===== src/rtl/sfm_batch_ctrl.sv =====
// Multi-row softmax batch sequencer.
// Per row: max/accumulate pass, reciprocal, optional divide pass, then a
// datapath clear. One done_o at batch end and one evt_row_o per row.
// Optional feature: define SFM_BATCH_CTRL_PERF_EN to add a saturating busy
// cycle counter on perf_cycles_o.
module sfm_batch_ctrl #(
    parameter int unsigned DATA_WIDTH = 256,
    parameter int unsigned ADDR_WIDTH = 32,
    parameter int unsigned ROW_CNT_W  = 16,
    parameter int unsigned LEN_W      = 24
) (
    input  logic                  clk_i,
    input  logic                  rst_ni,
    input  logic                  clear_i,
    input  logic                  start_i,
    input  logic [ADDR_WIDTH-1:0] cfg_in_addr_i,
    input  logic [ADDR_WIDTH-1:0] cfg_out_addr_i,
    input  logic [ADDR_WIDTH-1:0] cfg_row_stride_i,
    input  logic [LEN_W-1:0]      cfg_tot_len_i,
    input  logic [ROW_CNT_W-1:0]  cfg_n_rows_i,
    input  logic                  cfg_acc_only_i,
    input  logic                  in_done_i,
    input  logic                  out_done_i,
    input  logic                  dp_busy_i,
    input  logic                  acc_done_i,
    input  logic                  inv_done_i,
    output logic                  in_start_o,
    output logic                  out_start_o,
    output logic [ADDR_WIDTH-1:0] in_base_addr_o,
    output logic [ADDR_WIDTH-1:0] out_base_addr_o,
    output logic [LEN_W-1:0]      tot_beats_o,
    output logic                  dp_acc_finished_o,
    output logic                  dp_dividing_o,
    output logic                  dp_disable_max_o,
    output logic                  clear_regs_o,
    output logic [ROW_CNT_W-1:0]  row_idx_o,
    output logic                  busy_o,
    output logic                  done_o,
    output logic                  evt_row_o
`ifdef SFM_BATCH_CTRL_PERF_EN
    ,
    output logic [31:0]           perf_cycles_o
`endif
);

    localparam int unsigned BYTES = DATA_WIDTH / 8;
    localparam int unsigned SHIFT = $clog2(BYTES);

    typedef enum logic [2:0] {
        StIdle,
        StAcc,
        StWaitEmpty,
        StWaitAcc,
        StWaitInv,
        StDivide,
        StRowDone,
        StFinished
    } state_e;

    state_e                state_q, state_d;
    logic                  in_start_q, in_start_d;
    logic                  out_start_q, out_start_d;
    logic [ADDR_WIDTH-1:0] in_addr_q, out_addr_q, stride_q;
    logic [LEN_W-1:0]      beats_q;
    logic [ROW_CNT_W-1:0]  n_rows_q, row_idx_q;
    logic                  acc_only_q;
    logic                  accept, row_adv, last_row;
    logic [LEN_W-1:0]      beats_calc;

    // Round the byte length up to whole bus beats.
    assign beats_calc = (cfg_tot_len_i >> SHIFT) + LEN_W'(|cfg_tot_len_i[SHIFT-1:0]);
    assign last_row   = (row_idx_q == n_rows_q - ROW_CNT_W'(1));

    // Next-state logic and registered start-pulse requests.
    always_comb begin
        state_d     = state_q;
        in_start_d  = 1'b0;
        out_start_d = 1'b0;
        accept      = 1'b0;
        row_adv     = 1'b0;
        case (state_q)
            StIdle: begin
                if (start_i) begin
                    accept = 1'b1;
                    if (cfg_n_rows_i == '0 || cfg_tot_len_i == '0) begin
                        state_d = StFinished;
                    end else begin
                        state_d    = StAcc;
                        in_start_d = 1'b1;
                    end
                end
            end
            StAcc:       if (in_done_i) state_d = StWaitEmpty;
            StWaitEmpty: if (!dp_busy_i) state_d = StWaitAcc;
            StWaitAcc: begin
                if (acc_done_i) begin
                    state_d = StWaitInv;
                    // Divide pass re-reads the row and writes the result.
                    if (!acc_only_q) begin
                        in_start_d  = 1'b1;
                        out_start_d = 1'b1;
                    end
                end
            end
            StWaitInv:   if (inv_done_i) state_d = acc_only_q ? StRowDone : StDivide;
            StDivide:    if (out_done_i) state_d = StRowDone;
            StRowDone: begin
                row_adv = 1'b1;
                if (last_row) begin
                    state_d = StFinished;
                end else begin
                    state_d    = StAcc;
                    in_start_d = 1'b1;
                end
            end
            StFinished:  state_d = StIdle;
            default:     state_d = StIdle;
        endcase
    end

    // State, configuration and per-row address registers; clear_i wins over everything.
    always_ff @(posedge clk_i or negedge rst_ni) begin
        if (!rst_ni) begin
            state_q     <= StIdle;
            in_start_q  <= 1'b0;
            out_start_q <= 1'b0;
            in_addr_q   <= '0;
            out_addr_q  <= '0;
            stride_q    <= '0;
            beats_q     <= '0;
            n_rows_q    <= '0;
            row_idx_q   <= '0;
            acc_only_q  <= 1'b0;
        end else if (clear_i) begin
            state_q     <= StIdle;
            in_start_q  <= 1'b0;
            out_start_q <= 1'b0;
            in_addr_q   <= '0;
            out_addr_q  <= '0;
            stride_q    <= '0;
            beats_q     <= '0;
            n_rows_q    <= '0;
            row_idx_q   <= '0;
            acc_only_q  <= 1'b0;
        end else begin
            state_q     <= state_d;
            in_start_q  <= in_start_d;
            out_start_q <= out_start_d;
            if (accept) begin
                in_addr_q  <= cfg_in_addr_i;
                out_addr_q <= cfg_out_addr_i;
                stride_q   <= cfg_row_stride_i;
                beats_q    <= beats_calc;
                n_rows_q   <= cfg_n_rows_i;
                row_idx_q  <= '0;
                acc_only_q <= cfg_acc_only_i;
            end else if (row_adv) begin
                in_addr_q  <= in_addr_q + stride_q;
                out_addr_q <= out_addr_q + stride_q;
                row_idx_q  <= row_idx_q + ROW_CNT_W'(1);
            end
        end
    end

    // Datapath controls and status decoded from the current state.
    always_comb begin
        dp_acc_finished_o = 1'b0;
        dp_dividing_o     = 1'b0;
        dp_disable_max_o  = 1'b0;
        case (state_q)
            StWaitEmpty: dp_acc_finished_o = !dp_busy_i;
            StWaitAcc: begin
                // Dropped while the divide pass is being launched.
                dp_acc_finished_o = !(acc_done_i && !acc_only_q);
                dp_disable_max_o  = 1'b1;
            end
            StWaitInv, StDivide: begin
                dp_dividing_o    = 1'b1;
                dp_disable_max_o = 1'b1;
            end
            default: ;
        endcase
    end

    assign in_start_o      = in_start_q;
    assign out_start_o     = out_start_q;
    assign in_base_addr_o  = in_addr_q;
    assign out_base_addr_o = out_addr_q;
    assign tot_beats_o     = beats_q;
    assign row_idx_o       = row_idx_q;
    assign clear_regs_o    = (state_q == StRowDone);
    assign evt_row_o       = (state_q == StRowDone);
    assign done_o          = (state_q == StFinished);
    assign busy_o          = (state_q != StIdle) && (state_q != StFinished);

`ifdef SFM_BATCH_CTRL_PERF_EN
    logic [31:0] perf_q;

    // Busy-cycle counter: zeroed on accept, saturates, holds between jobs.
    always_ff @(posedge clk_i or negedge rst_ni) begin
        if (!rst_ni) begin
            perf_q <= '0;
        end else if (clear_i) begin
            perf_q <= '0;
        end else if (accept) begin
            perf_q <= '0;
        end else if (busy_o && perf_q != 32'hFFFF_FFFF) begin
            perf_q <= perf_q + 32'd1;
        end
    end

    assign perf_cycles_o = perf_q;
`endif

endmodule


===== config.mk =====
export PLATFORM = sky130hd
export DESIGN_NAME = sfm_batch_ctrl
export DESIGN_NICKNAME = d
export VERILOG_FILES = /design/src/rtl/sfm_batch_ctrl.sv
export SDC_FILE = /design/constraint.sdc
export NUM_CORES = 1
export LEC_CHECK = 0
export ABC_AREA = 0
export BUFFER_PORTS_ARGS = -buffer_cell sky130_fd_sc_hd__buf_2
export CAP_MARGIN = 20
export CORE_MARGIN = 5
export CORE_UTILIZATION = 35
export CTS_BUF_LIST = sky130_fd_sc_hd__clkbuf_16
export DETAILED_ROUTE_END_ITERATION = 12
export GPL_ROUTABILITY_DRIVEN = 0
export SYNTH_ARGS = -nofsm -noshare
export SYNTH_HDL_FRONTEND = slang
export SYNTH_SLANG_ARGS = --single-unit

===== constraint.sdc =====
create_clock -name clk_i -period 2.8 [get_ports clk_i]
set_input_delay 0.84 -clock clk_i [delete_from_list [all_inputs] [get_ports clk_i]]
set_output_delay 0.84 -clock clk_i [all_outputs]
set_load 0.02 [all_outputs]

==> results of run 1 <==
## layout make-up
| type | instances | area share (%) |
|---|---|---|
| Tap cell | 402 | 3.39 |
| Clock buffer | 17 | 2.87 |
| Clock inverter | 15 | 1.24 |
| Timing Repair Buffer | 405 | 16.9 |
| Antenna cell | 1 | 0.0169 |
| Inverter | 19 | 0.498 |
| Multi-Input combinational cell | 1099 | 49.0 |
| Sequential cell | 154 | 26.0 |
## state kept, by name, indices dropped and copies added, names as in the netlist
signal,flops
in_base_addr_o,32
out_base_addr_o,32
stride_q,32
tot_beats_o,20
n_rows_q,16
row_idx_o,16
state_q,3
acc_only_q,1
in_start_o,1
out_start_o,1
## what timing repair did
item / 4_1_cts / 5_1_grt
buffers inserted: 8 / 7
gates resized for setup: 42 / 41
endpoints found under the setup margin: 26 / 34
pin swaps: 34 / 32
## power by group
part	internal, mW	switching [mW]
Sequential	2.75	0.557
Combinational	2.81	3.97
Clock	1.48	1.00
Total	7.04	5.52
## cells in the mapped netlist (6+ instances only)
cell type                    n  area share (%)
sky130_fd_sc_hd__a31oi_1    13            0.74
sky130_fd_sc_hd__nand2_1   240             8.2
sky130_fd_sc_hd__nor3_1     25             1.1
sky130_fd_sc_hd__o211ai_1    7            0.48
sky130_fd_sc_hd__o22ai_1     6            0.34
sky130_fd_sc_hd__xor2_1     53             4.2
sky130_fd_sc_hd__nor4b_1     6            0.48
sky130_fd_sc_hd__nor2b_1    15            0.85
sky130_fd_sc_hd__nor4_1     14            0.79
sky130_fd_sc_hd__o21bai_1   12            0.82
sky130_fd_sc_hd__o21ai_0    52             2.4
sky130_fd_sc_hd__ha_1       66             7.5
sky130_fd_sc_hd__nand3_1    26             1.2
sky130_fd_sc_hd__and3_1     15            0.85
sky130_fd_sc_hd__a211oi_1   32             2.2
sky130_fd_sc_hd__a21o_1     43             2.9
sky130_fd_sc_hd__a311oi_1   34             2.7
sky130_fd_sc_hd__nor2_1    125             4.3
sky130_fd_sc_hd__clkbuf_1   73             2.5
sky130_fd_sc_hd__a21oi_1   136             6.2
sky130_fd_sc_hd__inv_1      19            0.65
sky130_fd_sc_hd__buf_1       8            0.27
sky130_fd_sc_hd__mux2i_1    10            0.91
sky130_fd_sc_hd__nand4_1    17            0.96
sky130_fd_sc_hd__a22oi_1     9            0.61
sky130_fd_sc_hd__dfrtp_1   154              35
sky130_fd_sc_hd__xnor2_1    40             3.2
sky130_fd_sc_hd__a31o_2      6            0.48
sky130_fd_sc_hd__nand2b_1   17            0.96
sky130_fd_sc_hd__or3_1      12            0.68
## cells by family (layout without fill, tap and decap cells)
| kind of cell | after synthesis | count (layout) |
|---|---|---|
| and+or+nand+nor | 534 | 534 |
| AOI/OAI and AO/OA | 389 | 389 |
| adders and majority gates | 68 | 68 |
| DFF | 154 | 154 |
| muxes | 11 | 11 |
| other | 1 | 5 |
| xor gates and xnor gates | 93 | 93 |
| buffers and inverters | 107 | 456 |
## final timing paths
| path | start | end | depth (start not counted) |
|---|---|---|---|
| max | n_rows_q[6] | state_q[2] | 10 |
| min | rst_ni | out_base_addr_o[17] | 1 |
| max reg2reg | n_rows_q[6] | state_q[2] | 10 |
| min reg2reg | tot_beats_o[19] | tot_beats_o[19] | 2 |
| max in group asynchronous | rst_ni | out_base_addr_o[0] | 2 |
| min in group clk_i | tot_beats_o[19] | tot_beats_o[19] | 2 |
## worst max-delay path: cells and delay by family (launching register included)
kind	cells	cell delay (ns)
and+or+nand+nor	4	1.58
buffers and inverters	1	0.17
AOI/OAI and AO/OA	4	0.75
DFF	1	0.37
xor gates and xnor gates	1	0.09
## cells in the final DEF, fill, tap and decap left out, types with 28 or more instances in the layout
cell type,instances
sky130_fd_sc_hd__a211oi_1,28
sky130_fd_sc_hd__a21o_1,43
sky130_fd_sc_hd__a21oi_1,127
sky130_fd_sc_hd__a311oi_1,33
sky130_fd_sc_hd__buf_2,252
sky130_fd_sc_hd__buf_4,140
sky130_fd_sc_hd__dfrtp_1,150
sky130_fd_sc_hd__ha_1,57
sky130_fd_sc_hd__nand2_1,238
sky130_fd_sc_hd__nor2_1,124
sky130_fd_sc_hd__o21ai_0,44
sky130_fd_sc_hd__xnor2_1,36
sky130_fd_sc_hd__xor2_1,53
## per-layer routing
metal / vias to the layer above / share of wire, % / track usage [%]
met4: 0 / 2.0 / 6.21
met2: 289 / 48 / 34.7
met3: 45 / 4.5 / 3.29
met5: - / 0 / 0
met1: 5484 / 45 / 27.8
li1: 5535 / - / -
## per-stage QoR
stage	setup TNS [ns]	std cells	hold slack (ns)
floorplan	-0.0969	1360	0.518
global placement	-2.34	2064	0.527
detailed placement	-2.93	2064	0.530
CTS	-0.605	2104	0.368
global route	-2.47	2112	0.394
finish	-0.603	2112	0.368
==> results.md, run 1 <==
- The flow ran to the end, but the final reports show violations.
- The final reports fail on negative setup slack.
- The critical path goes through or4_4 > buf_4 > nor3_4 > xnor2_1 > o21ai_1 > o21ai_1 > or4_4 > a2111o_1 > or3_4 > a221oi_2.
- The die span in x is roughly 190 µm.
- The most common flop cell mapped by yosys is sky130_fd_sc_hd__dfrtp_1.
- The first global-routing pass estimated around 60000 µm of wire.
- The synthesized netlist contains 69 unique library cells.
- The sum of internal, switching and leakage power is 12.6 mW.
- After clock tree synthesis, the clock-pin slew on the worst setup and hold paths is 0.07 ns.
- The number of hold violations in the final report is 0.
- The final-report max-slew violation count is 0.
- Setup repair after global routing could not meet its margin everywhere.
- The setup violation total in the final timing report is 6.
- The sort of element at the start of the critical path is a flip-flop.
- Global routing finished with a remaining overflow of 0.
- Summing the areas of all and, or, nand and nor instances in the mapped netlist gives 21.9% of the synthesized area.
- The utilization of the core after routing is a little under half.
- The initial antenna violation count is 1.
- The number of warning messages in the yosys log is 0.
- The overall via count from detail_route is around 11000.
- The pin count of the biggest net entering global routing is roughly 140.
- The post-cts hold buffer count is 0.
- The clock latency of the later-clocked register in the worst-skew pair is approximately 0.45 ns.
- The post-route clock skew is 0.0137 ns.
- The total cell area at the placement stage is between 10000 and 15000 µm².
- The power per cell area is 847 nW/µm².
- In the post-route analysis, the smallest setup slack over all paths is -0.245 ns.
- The floorplan step set the die height to 187 µm.
- Data on the critical path is required at its endpoint by roughly 3.2 ns.
- Counting along the longest clock path gives a buffer depth of 2.
- The depth of the CTS H-tree is 4.
- The number of search-and-repair iterations in the first detailed-routing pass is 5.
- The number of vias per cell after detailed routing is between 5 and 6.
- Multiplexer cells account for just over 1% of the synthesized area.
- In this run the cell area of the synthesized design comes to around 11000 µm².
- The number of buffer cells added on primary ports is ~250.
- The post-placement setup slack is -0.267 ns.
- The sort of element at the end of the critical path is a flip-flop.
- The post-route fraction of the period consumed by the critical path is 109%.
- Clock tree synthesis selected as its root buffer the cell sky130_fd_sc_hd__clkbuf_16.
- Counting I/O delays and the setup requirement, the final critical path takes 3.05 ns.
- The post-synthesis compound-gate area fraction is a little under a quarter.
- The dominant combinational cell family by area after synthesis is compound AO/OA/AOI/OAI gates.
- The part of the Yosys area used for sequential elements is between 30% and 40%.
- The xor/xnor share of the synthesized area is roughly 7.4%.
- The peak fanout along the critical path is 4.
- Counting flops with a built-in enable in the synthesized netlist gives 0.
- The initialized floorplan defines 65 standard-cell rows.
- On the worst path, the slowest cell contributes a delay of about 0.6 ns.
- The floorplan step defined a die boundary enclosing around 35000 µm².
- The flip-flop and latch count after synthesis is about 150.
- The measured slew at the worst slew-check pin is just under 0.8 ns.
- The region available for standard cell placement spans 31300 µm².
- The layout overhead on the synthesized area is 34.5%.
- Fill cells in the final layout number about 3100.
- Summed over all cells, the static leakage comes to 7.27 nW.
- For the worst setup path, the data arrival time is about 3.4 ns.
- Averaged over all synthesized cells, the footprint is 8.13 µm².
- By startpoint and endpoint, the worst setup path is classified as flip-flop to flip-flop.
- The number of buffers created by CTS is 17.
- The remaining number of nets flagged by the antenna check after routing is 0.
- The count of routing violations after the opening detailed-route iteration is 713.
- IR analysis of the VDD net gives a maximum drop of approximately 0.47 mV.
- In the final design database the tool counted roughly 1900 nets.
- After Yosys synthesis, full adders, half adders and majority gates account for about 7.9% of the synthesized area.
- For this run, the top clock speed supported by timing is about 330 MHz.
- Global routing consumed, over all layers together, between 20% and 30% of the routing resources.
- The fraction of registers with async set or reset after synthesis is between 90% and 100%.
- For this design, the sink count on the clock tree is 154.
- The clock tree from TritonCTS is yes.
- The sequential cells in the finished layout cover a total of 3860 µm².
- The top-level I/O count is 259.
- The setup check on the worst reg-to-reg path leaves a slack of -0.25 ns.
- The remaining max-slew budget at the tightest pin is between 40% and 50%.
- In this run the worst hold path is classified as input port to asynchronous set/reset pin.
- The via count of the first global-routing pass was between 10000 and 15000.
- The detailed placer's ending HPWL is ~28000 µm.
- The finished cells cover approximately 15000 µm².
- The initial utilization of the core area, before any placement, comes to 35.2%.
- The final wirelength is about 38000 µm.
- The tool flagged a number of max-cap violations equal to 0.
- After detailed routing, the average wire length per cell comes to roughly 18 µm.
- The multi-input combinational cells in the finished layout cover a total of a little over 7000 µm².
- The layout cell share with drive strength beyond 1 is 30.6%.
- The cell with the largest stage delay on the worst path is sky130_fd_sc_hd__or4_4.
- After technology mapping, the gate count stands at between 1000 and 1500.
- The residual DRC count is 0.
Power figures use the tool's default switching activity.
==> run 2: changes to the inputs <==
--- a/config.mk
+++ b/config.mk
@@ -9,10 +9,11 @@
 export BUFFER_PORTS_ARGS = -buffer_cell sky130_fd_sc_hd__buf_2
 export CAP_MARGIN = 20
 export CORE_MARGIN = 5
-export CORE_UTILIZATION = 35
+export CORE_UTILIZATION = 45
 export CTS_BUF_LIST = sky130_fd_sc_hd__clkbuf_16
 export DETAILED_ROUTE_END_ITERATION = 12
 export GPL_ROUTABILITY_DRIVEN = 0
+export PLACE_DENSITY = 0.71
 export SYNTH_ARGS = -nofsm -noshare
 export SYNTH_HDL_FRONTEND = slang
 export SYNTH_SLANG_ARGS = --single-unit
==> run 2 against run 1 <==
Net effect: the run still ends with negative setup slack left; worst hold slack got worse by 0.027 ns; via count increased by 2.8%; utilization increased by 14 points; sequential power about the same; cell count decreased by 3.8%; count of clock-buffer cells in the layout unchanged; final area increased by 0.27%; first-iteration DRC count increased by 12%; flip-flop and latch count unchanged; largest cell class unchanged; highest routed layer unchanged.
==> results.md, run 2 (synthesis gave the netlist of run 1 again) <==
- The number of buffer cells added on primary ports is 254 (unchanged).
- The floorplan row count is 57 (-12%).
- The area taken by flip-flops and latches was 3860 µm² (unchanged).
- The layout overhead on the synthesized area is 34.9%.
- The library cell used most frequently in the layout, excluding fill and tap cells, is sky130_fd_sc_hd__buf_2.
- The cell with the largest stage delay on the worst path is sky130_fd_sc_hd__or4_4.
- The die span in x is 167 µm (-11%).
- The clock transition at the registers of the reported paths is 0.07 ns (about the same).
- The most critical setup path has its endpoint at state_q[2].
- The met3 routed wirelength was 2080 µm (+24%).
- The register-to-register setup slack is -0.21 ns (+0.03 ns).
- The final net count is 1905 (-0.26%).
- The cell depth of the worst flop-to-flop path came to 8 (-2).
- The required time of the critical path was 3.14 ns (-0.02 ns).
- The overall via count from detail_route came to 11671 (+2.8%).
- The clock latency of the later-clocked register in the worst-skew pair came to 0.44 ns (about the same).
- Setup repair after global routing could not meet its margin everywhere.
- The timing-limited maximum frequency is 332 MHz (+1.0%).
- The peak fanout along the critical path is 4 (unchanged).
- The post-placement setup slack is -0.196 ns (+0.0712 ns).
- The sort of element at the end of the critical path is a flip-flop.
- The number of buffers created by CTS came to 17 (unchanged).
- The detailed placer's ending HPWL was 26200 µm (-4.9%).
- The via count of the first global-routing pass came to 11531 (+1.3%).
- The post-cts hold buffer count was 0 (unchanged).
- The residual overflow from global routing came to 0 (unchanged).
- The checks that failed: negative setup slack.
- The met2 layer wire length in the routed design was 18100 µm (-0.33%).
- The measured slew at the worst slew-check pin is 0.715 ns (-0.0636 ns).
- The number of vias per cell after detailed routing is 5.75 (+6.9%).
- The count of filler cells inserted in the layout is 2100 (-32%).
- Walking the worst path, the cells encountered are or4_4 > or2_4 > o32ai_2 > o21ai_1 > or4_1 > a2111o_1 > or3_4 > a221oi_2.
- The wire length of the first global-routing pass is 58400 µm (-2.3%).
- The layout cell share with drive strength beyond 1 is 31.3% (+0.74 points).
- The sum of internal, switching and leakage power is 12.8 mW (+1.7%).
- The worst register-to-register path ends at state_q[2].
- The final-report max-slew violation count came to 0 (unchanged).
- The length of routed wiring on met1 was 15700 µm (-7.2%).
- The setup path with the least slack is of type flip-flop to flip-flop.
- The top-level I/O count came to 259 (unchanged).
- The static leakage power is 7.24 nW (-0.48%).
- TritonCTS built the clock tree.
- The timing startpoint of the critical path is n_rows_q[6].
- The core outline area is 24200 µm² (-23%).
- The maximum single-stage delay on the critical path is 0.60 ns (about the same).
- The multi-input gate area in the final layout came to 7430 µm² (+2.1%).
- The residual DRC count is 0 (unchanged).
- The post-route fraction of the period consumed by the critical path was 108% (-1.1 points).
- The number of buffers between clock root and the deepest sink is 2 (unchanged).
- The sort of element at the start of the critical path is a flip-flop.
- The clock tree root buffer cell is sky130_fd_sc_hd__clkbuf_16.
- The remaining number of nets flagged by the antenna check after routing came to 0 (unchanged).
- The final setup slack of the worst path was -0.215 ns (+0.0305 ns).
- The post-layout minimum cycle time was 3.01 ns (-0.0305 ns).
- The floorplan die area is 27700 µm² (-21%).
- The setup violation total in the final timing report is 16 (+10).
- The clock sink count came to 154 (unchanged).
- The all-layer global routing usage is 25.2% (+4.5 points).
- The initial cell density of the core is 45.5% (+10 points).
- The total of max-cap violations is 0 (unchanged).
- The number of hold violations in the final report is 0 (unchanged).
- The maximum vdd drop is 0.502 mV (+7.4%).
- The remaining max-slew budget at the tightest pin came to 52.3% (+4.2 points).
- The data arrival time of the worst path came to 3.36 ns (-0.04 ns).
- The count of routing violations after the opening detailed-route iteration is 798 (+12%).
- The number of search-and-repair iterations in the first detailed-routing pass is 5 (unchanged).
- The flow ran to the end, but the final reports show violations.
- The die boundary height is 167 µm (-11%).
- The top cell types in the final layout, fill and taps aside, are 252 x sky130_fd_sc_hd__buf_2, 239 x sky130_fd_sc_hd__nand2_1, 150 x sky130_fd_sc_hd__dfrtp_1, 134 x sky130_fd_sc_hd__buf_4, 124 x sky130_fd_sc_hd__nor2_1.
- The depth of the CTS H-tree came to 4 (unchanged).
- The min-delay analysis places its worst path in the category input port to asynchronous set/reset pin.
- The per-cell routed wire length was 18.2 µm (+2.6%).
- The power per cell area is 859 nW/µm² (+1.4%).
- The highest routed metal layer is met4.
- The post-route clock skew is 0.0167 ns (+0.00301 ns).
- The initial antenna violation count is 3 (+2).
- The final wirelength is 37000 µm (-1.3%).
- The launching point of the worst reg2reg path is n_rows_q[6].
- The pin count of the biggest net entering global routing came to 142 (unchanged).
==> run 2: power by group <==
part           leakage (nW)  internal, mW  switching [mW]
Combinational          4.87          2.88            4.05
Clock                 0.297          1.50            1.04
Sequential             2.07          2.76           0.559
Total                  7.24          7.13            5.65
==> run 2: cell type report <==
class	count	area share (%)
Clock buffer	17	2.86
Multi-Input combinational cell	1099	49.9
Sequential cell	154	25.9
Inverter	19	0.488
Timing Repair Buffer	400	16.7
Antenna cell	3	0.0505
Tap cell	324	2.73
Clock inverter	15	1.33
==> run 2: timing repair <==
item / in CTS / in global routing
endpoints found under the setup margin: 22 / 33
gates cloned: 0 / 0
buffers inserted: 1 / 21
pin swaps: 9 / 67
gates resized for setup: 25 / 88
==> run 2: worst min path at each step <==
stage | cells after the start | to | start
3_5_place_dp | 2 | tot_beats_o[1] | tot_beats_o[1]
2_1_floorplan | 2 | n_rows_q[15] | n_rows_q[15]
4_1_cts | 1 | in_base_addr_o[3] | rst_ni
3_3_place_gp | 2 | tot_beats_o[0] | tot_beats_o[0]
6_report | 1 | in_base_addr_o[3] | rst_ni
5_1_grt | 1 | in_base_addr_o[3] | rst_ni
==> run 2: stage by stage <==
stage / util (%) / hold WS, ns / std cells / TNS [ns] / instance area, µm²
final: 61.3 / 0.341 / 2031 / -1.26 / 14900
after global routing: 61.3 / 0.374 / 2031 / -4.32 / 14900
after CTS: 58.8 / 0.358 / 2007 / -0.254 / 14300
after detailed placement: 55.7 / 0.527 / 1974 / -1.38 / 13500
after global placement: 55.7 / 0.509 / 1974 / -0.568 / 13500
after floorplan: - / 0.518 / 1360 / -0.0969 / 11200
==> run 2: metal layers <==
metal | vias to the layer above | GRT usage, %
met2 | 421 | 41.7
met4 | 0 | 9.61
met3 | 76 | 4.22
li1 | 5541 | -
met1 | 5633 | 33.2
met5 | - | 0
==> run 2: critical path, delay by kind of cell (launching register included) <==
kind | cells | cell delay, ns
and+or+nand+nor | 4 | 1.73
AOI/OAI and AO/OA | 4 | 0.81
DFF | 1 | 0.38
